### src/rtl/mont_encoder_pkg.sv
// Shared types and constants for the Montgomery-domain encoder.
// Used by mont_encoder and its modular-doubling datapath.
package mont_pkg;

    localparam int MONT_WIDTH = 256;

    typedef enum logic [1:0] {
        S_IDLE = 2'd0,
        S_CALC = 2'd1,
        S_DONE = 2'd2
    } state_t;

endpackage

### src/rtl/mont_encoder_step.sv
// One modular step: y = ({x,bit_in} >= n) ? {x,bit_in} - n : {x,bit_in}.
// Relies on x < n, so a single conditional subtract keeps y < n.
module mod_double_step #(
    parameter int WIDTH = 256
) (
    input  logic [WIDTH-1:0] x,
    input  logic             bit_in,
    input  logic [WIDTH-1:0] n_in,
    output logic [WIDTH-1:0] y
);

    logic [WIDTH:0] t;
    logic [WIDTH:0] n_ext;
    logic [WIDTH:0] y_full;
    logic           unused_msb;

    always_comb begin
        t      = {x, bit_in};
        n_ext  = {1'b0, n_in};
        y_full = (t >= n_ext) ? (t - n_ext) : t;
    end

    // With x < n the reduced value always fits in WIDTH bits.
    assign y          = y_full[WIDTH-1:0];
    assign unused_msb = y_full[WIDTH];

endmodule

### src/rtl/mont_encoder.sv
// Montgomery-domain encoder: o_result = (i_a * 2^SHIFTS) mod i_N, one doubling per clock.
// Optional MONT_ENC_REDUCE_EN: accept any i_a by first reducing it MSB-first through the same step.
module mont_encoder
    import mont_pkg::*;
#(
    parameter int WIDTH  = MONT_WIDTH,
    parameter int SHIFTS = 256
) (
    input  logic             i_clk,
    input  logic             i_rst,
    input  logic             i_start,
    input  logic [WIDTH-1:0] i_N,
    input  logic [WIDTH-1:0] i_a,
    output logic             o_busy,
    output logic [WIDTH-1:0] o_result,
    output logic             o_finished
);

    localparam int CW = $clog2(WIDTH + SHIFTS + 1);
`ifdef MONT_ENC_REDUCE_EN
    localparam int LAST = WIDTH + SHIFTS - 1;
`else
    localparam int LAST = SHIFTS - 1;
`endif

    state_t           state_q, state_d;
    logic [CW-1:0]    cnt_q, cnt_d;
    logic [WIDTH-1:0] x_q, x_d;
    logic [WIDTH-1:0] n_q, n_d;
    logic [WIDTH-1:0] result_q, result_d;
    logic             finished_q, finished_d;
    logic [WIDTH-1:0] step_y;
    logic             step_bit;

`ifdef MONT_ENC_REDUCE_EN
    logic [WIDTH-1:0] a_q, a_d;

    // Operand bits feed in MSB-first; once shifted out, zeros turn the step into a pure doubling.
    assign step_bit = a_q[WIDTH-1];
`else
    logic [WIDTH-1:0] pre_x;

    assign step_bit = 1'b0;
    assign pre_x    = (i_a >= i_N) ? (i_a - i_N) : i_a;
`endif

    mod_double_step #(
        .WIDTH (WIDTH)
    ) u_step (
        .x      (x_q),
        .bit_in (step_bit),
        .n_in   (n_q),
        .y      (step_y)
    );

    always_comb begin
        state_d    = state_q;
        cnt_d      = cnt_q;
        x_d        = x_q;
        n_d        = n_q;
        result_d   = result_q;
        finished_d = 1'b0;
`ifdef MONT_ENC_REDUCE_EN
        a_d        = a_q;
`endif
        case (state_q)
            S_IDLE: begin
                if (i_start) begin
                    state_d = S_CALC;
                    n_d     = i_N;
                    cnt_d   = '0;
`ifdef MONT_ENC_REDUCE_EN
                    x_d     = '0;
                    a_d     = i_a;
`else
                    x_d     = pre_x;
`endif
                end
            end
            S_CALC: begin
                if (n_q == '0) begin
                    state_d    = S_DONE;
                    result_d   = '0;
                    finished_d = 1'b1;
                end else begin
                    x_d   = step_y;
                    cnt_d = cnt_q + CW'(1);
`ifdef MONT_ENC_REDUCE_EN
                    a_d   = a_q << 1;
`endif
                    if (cnt_q == CW'(LAST)) begin
                        state_d    = S_DONE;
                        result_d   = step_y;
                        finished_d = 1'b1;
                    end
                end
            end
            S_DONE:  state_d = S_IDLE;
            default: state_d = S_IDLE;
        endcase
    end

    always_ff @(posedge i_clk) begin
        if (i_rst) begin
            state_q    <= S_IDLE;
            cnt_q      <= '0;
            x_q        <= '0;
            n_q        <= '0;
            result_q   <= '0;
            finished_q <= 1'b0;
`ifdef MONT_ENC_REDUCE_EN
            a_q        <= '0;
`endif
        end else begin
            state_q    <= state_d;
            cnt_q      <= cnt_d;
            x_q        <= x_d;
            n_q        <= n_d;
            result_q   <= result_d;
            finished_q <= finished_d;
`ifdef MONT_ENC_REDUCE_EN
            a_q        <= a_d;
`endif
        end
    end

    assign o_busy     = (state_q != S_IDLE);
    assign o_result   = result_q;
    assign o_finished = finished_q;

endmodule

### config.mk
export PLATFORM = sky130hd
export DESIGN_NAME = mont_encoder
export DESIGN_NICKNAME = d
export VERILOG_FILES = /design/src/rtl/mont_encoder_pkg.sv /design/src/rtl/mont_encoder_step.sv /design/src/rtl/mont_encoder.sv
export SDC_FILE = /design/constraint.sdc
export NUM_CORES = 2
export LEC_CHECK = 0
export BUFFER_PORTS_ARGS = -buffer_cell sky130_fd_sc_hd__buf_2
export CAP_MARGIN = 5
export CORE_MARGIN = 3
export CORE_UTILIZATION = 45
export CTS_CLUSTER_SIZE = 10
export DETAILED_ROUTE_END_ITERATION = 8
export PLACE_DENSITY = 0.74
export SYNTH_ARGS = -nofsm -noshare
export SYNTH_HDL_FRONTEND = slang
export SYNTH_SLANG_ARGS = --single-unit
### constraint.sdc
create_clock -name i_clk -period 9.84 [get_ports i_clk]
set_input_delay 1.968 -clock i_clk [delete_from_list [all_inputs] [get_ports i_clk]]
set_output_delay 1.968 -clock i_clk [all_outputs]
set_load 0.005 [all_outputs]
# Word level (Yosys, flattened, before mapping)
# Cells that the tools add are included.
# word_totals
ff_bits	781
inputBits	515
wordCells	43
# op_classes
add_sub_neg	3
magnitude_cmp	2
n_eq_ne	5
n_mux	16
bitwise	1
reduce_logical	10
# ops
cell	n
two-way mux 256 bit	6
one-hot mux 256 bit (2 select lines)	1
subtractor 256 bit	2
greater-or-equal comparator 257 x 256 -> 1 bit	1
greater-or-equal comparator 256 bit	1
zero test 256 bit	1
two-way mux 10 bit	2
one-hot mux 10 bit (2 select lines)	1
adder 10 x 1 -> 10 bit, second input constant	1
== test 10 x 8 -> 1 bit, second input constant	1
two-way mux 2 bit	3
AND reduction 2 bit	3
nonzero test 2 bit	3
inequality test 2 bit, second input constant	2
one-hot mux 2 bit (2 select lines)	1
inequality test 3 bit, second input constant	1
AND reduction 3 bit	1
== test 2 x 1 -> 1 bit, second input constant	1
zero test 2 bit	1
two-way mux 1 bit	2
OR reduction 2 bit	1
NOT 1 bit	1

# Longest topological paths before layout
# depth
word_depth	4
mapped_depth	20
depth_no_buf	17

# Cells and area by module
# From an unflattened synthesis, not the netlist that was laid out.
# hier_totals
cells_unflattened	11326
area_unflattened_um2	74995.7
# modules_own_cells
module	instances	cells_each	area_per_inst_um2	seq_area_each_um2
mont_encoder	1	7235	51364.3	15635.0
mod_double_step	1	4091	23631.4	0.0

# Least setup slack after synthesis
# Ideal clock, no wire load.
# synth_path
kind	input-to-reg
startpoint	input port i_a[0]
endpoint	register x_q[244]
setup_time_ns	0.132
arrival_ns	5.265
required_time_ns	9.708
slack_ns	4.443
path_stages	17
path_cell_list	inv_1 -> ha_1 -> fa_1 -> nand2b_1 -> a21oi_1 -> o21a_1 -> o2111a_1 -> nor4_2 -> o311ai_1 -> a41oi_2 -> o21bai_2 -> a31oi_1 -> o311ai_1 -> a31oi_1 -> xnor2_1 -> a222oi_1 -> a31oi_1
# synth_between
elab_chain_len	4
elab_cells_between_ends	5
# synth_lines
element	line	rtl
start, declared	mont_encoder.sv:13	input logic [WIDTH-1:0] i_a,
subtractor 256 bit / greater-or-equal comparator 256 bit (equally long branches)	mont_encoder.sv:44	assign pre_x = (i_a >= i_N) ? (i_a - i_N) : i_a;
two-way mux 256 bit *	mont_encoder.sv:44	
two-way mux 256 bit *	mont_encoder.sv:68	if (i_start) begin
one-hot mux 256 bit (2 select lines) *	mont_encoder.sv:66	case (state_q)
end signal, assigned	mont_encoder.sv:107	x_q <= '0;
end signal, assigned	mont_encoder.sv:117	x_q <= x_d;
end, declared	mont_encoder.sv:28	logic [WIDTH-1:0] x_q, x_d;
# Mark *: on every way between the ends. The rest lies on a longest branch, timed or not. The select of a mux whose other input is x is not followed.
# A chain may end at the register's enable or synchronous reset.

# Worst setup path in the final report
# layout_path
startpoint	input port i_N[123]
endpoint	register x_q[246]
# layout_between
elab_chain_len	4
elab_cells_between_ends	5
# layout_lines
element	line	rtl
start, declared	mont_encoder.sv:12	input logic [WIDTH-1:0] i_N,
subtractor 256 bit / greater-or-equal comparator 256 bit (equally long branches)	mont_encoder.sv:44	
two-way mux 256 bit *	mont_encoder.sv:44	
two-way mux 256 bit *	mont_encoder.sv:68	
one-hot mux 256 bit (2 select lines) *	mont_encoder.sv:66	
# Marked as above.

==> out/metrics.csv <==
stage,metric,value,unit
synth,synth_edf_count,0,
run_status,outcome,finished with violations,
pwr,p_per_area,313,nW/um^2
clocking,htreeDepth,3,
route,routed_wl,434000,um
global_route,grt_pass1_wl,603000,um
synth,synth_cell_types,117,
setup_path,end_kind,flop,
die,start_util,0.455,
setup_path,path_class,input port to flop,
synth,post-synth-top-area-cell,dfxtp_1,
timing,relSlewSlack,-0.0111,
global_route,use_met1,0.597,
final_layout,synthToLayoutAreaGrowth,10.4,%
synth,synth_area,74200,um^2
setup_path,worstPathRequired,10.44,ns
setup_path,crit_cells,16,
timing,finalSetupViolCount,0,
timing,fin_ws,1.64,ns
route,vias,91437,
timing,tightest_slew,1.48,ns
synth,syn_area_per_cell,6.85,um^2
setup_path,r2r-start,n_q[217]$_SDFFE_PP0P_,
pwr,intPower,11.1,mW
global_route,grt-busiest-layer,met2,
route,drtPass1Iterations,8,
setup_path,endpoint,x_q[246]$_SDFFE_PP0P_,
synth,synth_top_cell_area_share,0.211,
timing,finalHoldViolCount,0,
placement,placed_cell_area,79000,um^2
hold_path,min_path_type,flop to flop,
global_route,track_usage,0.483,
route,antenna_left,0,
placement,portBuffers,772,
clocking,cts_hold_buf,0,
pwr,ir_worst_vdd,448,uV
pwr,p_clk_frac,0.136,
timing,max_freq,122,MHz
setup_path,worst-path-buf-inv,3,
setup_path,crit_chain,buf_2 -> inv_1 -> ha_1 -> a21oi_1 -> o21ai_0 -> a21oi_1 -> o21ai_1 -> a31oi_1 -> nand2_1 -> o21ai_4 -> buf_4 -> nor3_1 -> a21oi_1 -> nor2_1 -> a221oi_1 -> a21oi_1,
timing,tns,0,ns
setup_path,crit_fanout,49,
die,ios,773,
placement,hpwl,358000,um
die,dieArea,170000,um^2
route,drcViolationCount,0,
pwr,comb_power_share,0.709,
synth,synth-main-ff-cell,dfxtp_1,
setup_path,critPathTopFamily,compound AO/OA/AOI/OAI gates,
die,rows,148,
clocking,tritoncts,built,
synth,ys_top_cells_by_count,"1598 x nand2_1, 1377 x a21oi_1, 942 x nor2_1, 909 x o21ai_0, 781 x dfxtp_1",
global_route,grtUsageMet2,0.720,
timing,period_share,0.834,
run_status,violations,"max-capacitance violations, max-slew violations",
clocking,clockBufferDepth,3,
clocking,cts_setup_buffers,0,
global_route,grt.overflow.total,0,
setup_path,cp-start-kind,input port,
setup_path,reg2reg_slack,3.11,ns
pwr,power_frac_seq,0.156,
clocking,cts.clk_slew.worst_paths,0.06,ns
synth,yosysMostFrequentCell,nand2_1,
timing,slew_viol_final,1,
die,design.core.area,163000,um^2
global_route,antenna_found_initial,51,
die,die_y,412,um
timing,clock-skew-final,0.0524,ns
setup_path,critPathMaxStageDelay,1.15,ns
clocking,clock_latency,0.78,ns
setup_path,path_common_cell,a21oi_1,
synth,ys_warn_count,0,
global_route,grt_pass1_vias,84611,
setup_path,crit_arrival,8.80,ns
timing,fin_crit,8.20,ns
route,avgRoutedWirePerCell,32.4,um
final_layout,layout-drive-gt1-share,0.106,
synth,synth_fp_nets,11869,
pwr,swShare,0.566,
final_layout,nFillCells,16746,
synth,synthArstFlopShare,0,
die,fp.dieW,412,um
final_layout,finish.instance_area,82000,um^2
route,via_per_inst,6.82,
clocking,clock-sinks,781,
pwr,p_sw,14.5,mW
synth,synth-seq-area-share,0.211,
synth,synth_area_leaders,"dfxtp_1 21%, a21oi_1 9.3%, ha_1 8.6%",
pwr,p_leak,34.5,nW
setup_path,startpoint,i_N[123],
clocking,cts-root-buf,clkbuf_16,
setup_path,slowest_stage,o21ai_4,
timing,rsz0062_at_grt,false,
job,cap_viol_max_count,2,
global_route,grt_max_degree,157,
setup_path,worstReg2RegEnd,x_q[251]$_SDFFE_PP0P_,
placement,preCtsSetupSlack,1.26,ns
clocking,cts_inserted_buffers,95,
route,drt_iter0_markers,14082,
synth,syn_inst,10839,
synth,synth.ff_latch_count,781,
clocking,ctsResizeCount,0,
global_route,met3_usage,0.131,
final_layout,layout.nets,12175,
setup_path,reg2regPathDepth,16,
placement,globalplace.congestion,1.14,
==> cell type report <==
cell class	count	area, um^2	area share
multi-input cells	8716	53400	0.651
flip-flops and latches	781	15600	0.191
clock buffers	125	2650	0.0324
repair buffers	876	4730	0.0577
well taps	2175	2720	0.0332
inverters	675	2530	0.0309
clock inverters	15	220	0.00269
diodes	44	110	0.00134
==> cells in the final DEF, fill, tap and decap left out, types with 203 or more instances in the layout <==
master / count
xnor2_1: 289
mux2i_1: 223
dfxtp_1: 781
buf_2: 771
nor2_1: 937
nand4_1: 364
xor2_1: 203
o21ai_0: 908
nand2_1: 1593
inv_1: 671
a21oi_1: 1376
ha_1: 513
==> metal layers <==
metal	part of all wire	up-vias
met1	0.37	43508
met5	0.00030	-
li1	-	39478
met2	0.41	6879
met3	0.13	1554
met4	0.087	18
==> worst min-delay path by stage <==
stage | start | end | slack [ns] | cells after the start
after floorplan | o_result[248]$_SDFFE_PP0P_ | o_result[248]$_SDFFE_PP0P_ | 0.43 | 2
after global placement | o_result[248]$_SDFFE_PP0P_ | o_result[248]$_SDFFE_PP0P_ | 0.43 | 2
after detailed placement | o_result[190]$_SDFFE_PP0P_ | o_result[190]$_SDFFE_PP0P_ | 0.44 | 2
after CTS | o_result[190]$_SDFFE_PP0P_ | o_result[190]$_SDFFE_PP0P_ | 0.45 | 2
after global routing | o_result[234]$_SDFFE_PP0P_ | o_result[234]$_SDFFE_PP0P_ | 0.47 | 2
final | o_result[190]$_SDFFE_PP0P_ | o_result[190]$_SDFFE_PP0P_ | 0.44 | 2
==> power by group through the flow <==
stage | clock (mW) | sequential, mW | combinational [mW]
2_1_floorplan | 0 | 3.81 | 11.1
3_3_place_gp | 0 | 4.00 | 17.0
3_5_place_dp | 0 | 4.02 | 17.1
4_1_cts | 3.45 | 3.95 | 17.2
5_1_grt | 3.57 | 3.99 | 18.6
6_report | 3.48 | 3.99 | 18.2
==> cell families (layout without fill, tap and decap cells) <==
kind of cell | after synthesis | count (layout) | share of synthesized area
simple gates | 3717 | 3717 | 0.227
other cells | 0 | 44 | 0
flops | 781 | 781 | 0.211
mux | 254 | 254 | 0.0352
compound gates | 3738 | 3738 | 0.310
xor+xnor | 492 | 492 | 0.0580
fa+ha+maj | 515 | 515 | 0.0870
buf+inv | 1342 | 1691 | 0.0730
==> flip-flops by register name, summed over array words and instances, names as in the netlist <==
register    flops
cnt_q          10
n_q           256
o_finished      1
o_result      256
state_q         2
x_q           256
==> stage by stage <==
step	hold WS [ns]	total power [mW]	utilization	std cells
after floorplan	0.435	14.9	-	10839
after global placement	0.428	21.0	0.483	13222
after detailed placement	0.440	21.1	0.483	13222
after CTS	0.447	24.6	0.501	13362
after global routing	0.468	26.2	0.501	13380
final	0.444	25.6	0.502	13407
==> worst min-delay path: stages, from the launching register on <==
cell	delay, ns
dfxtp_1	0.30
nand2_1	0.05
o21ai_1	0.05
Note: power is estimated with default switching activity, not from simulation.
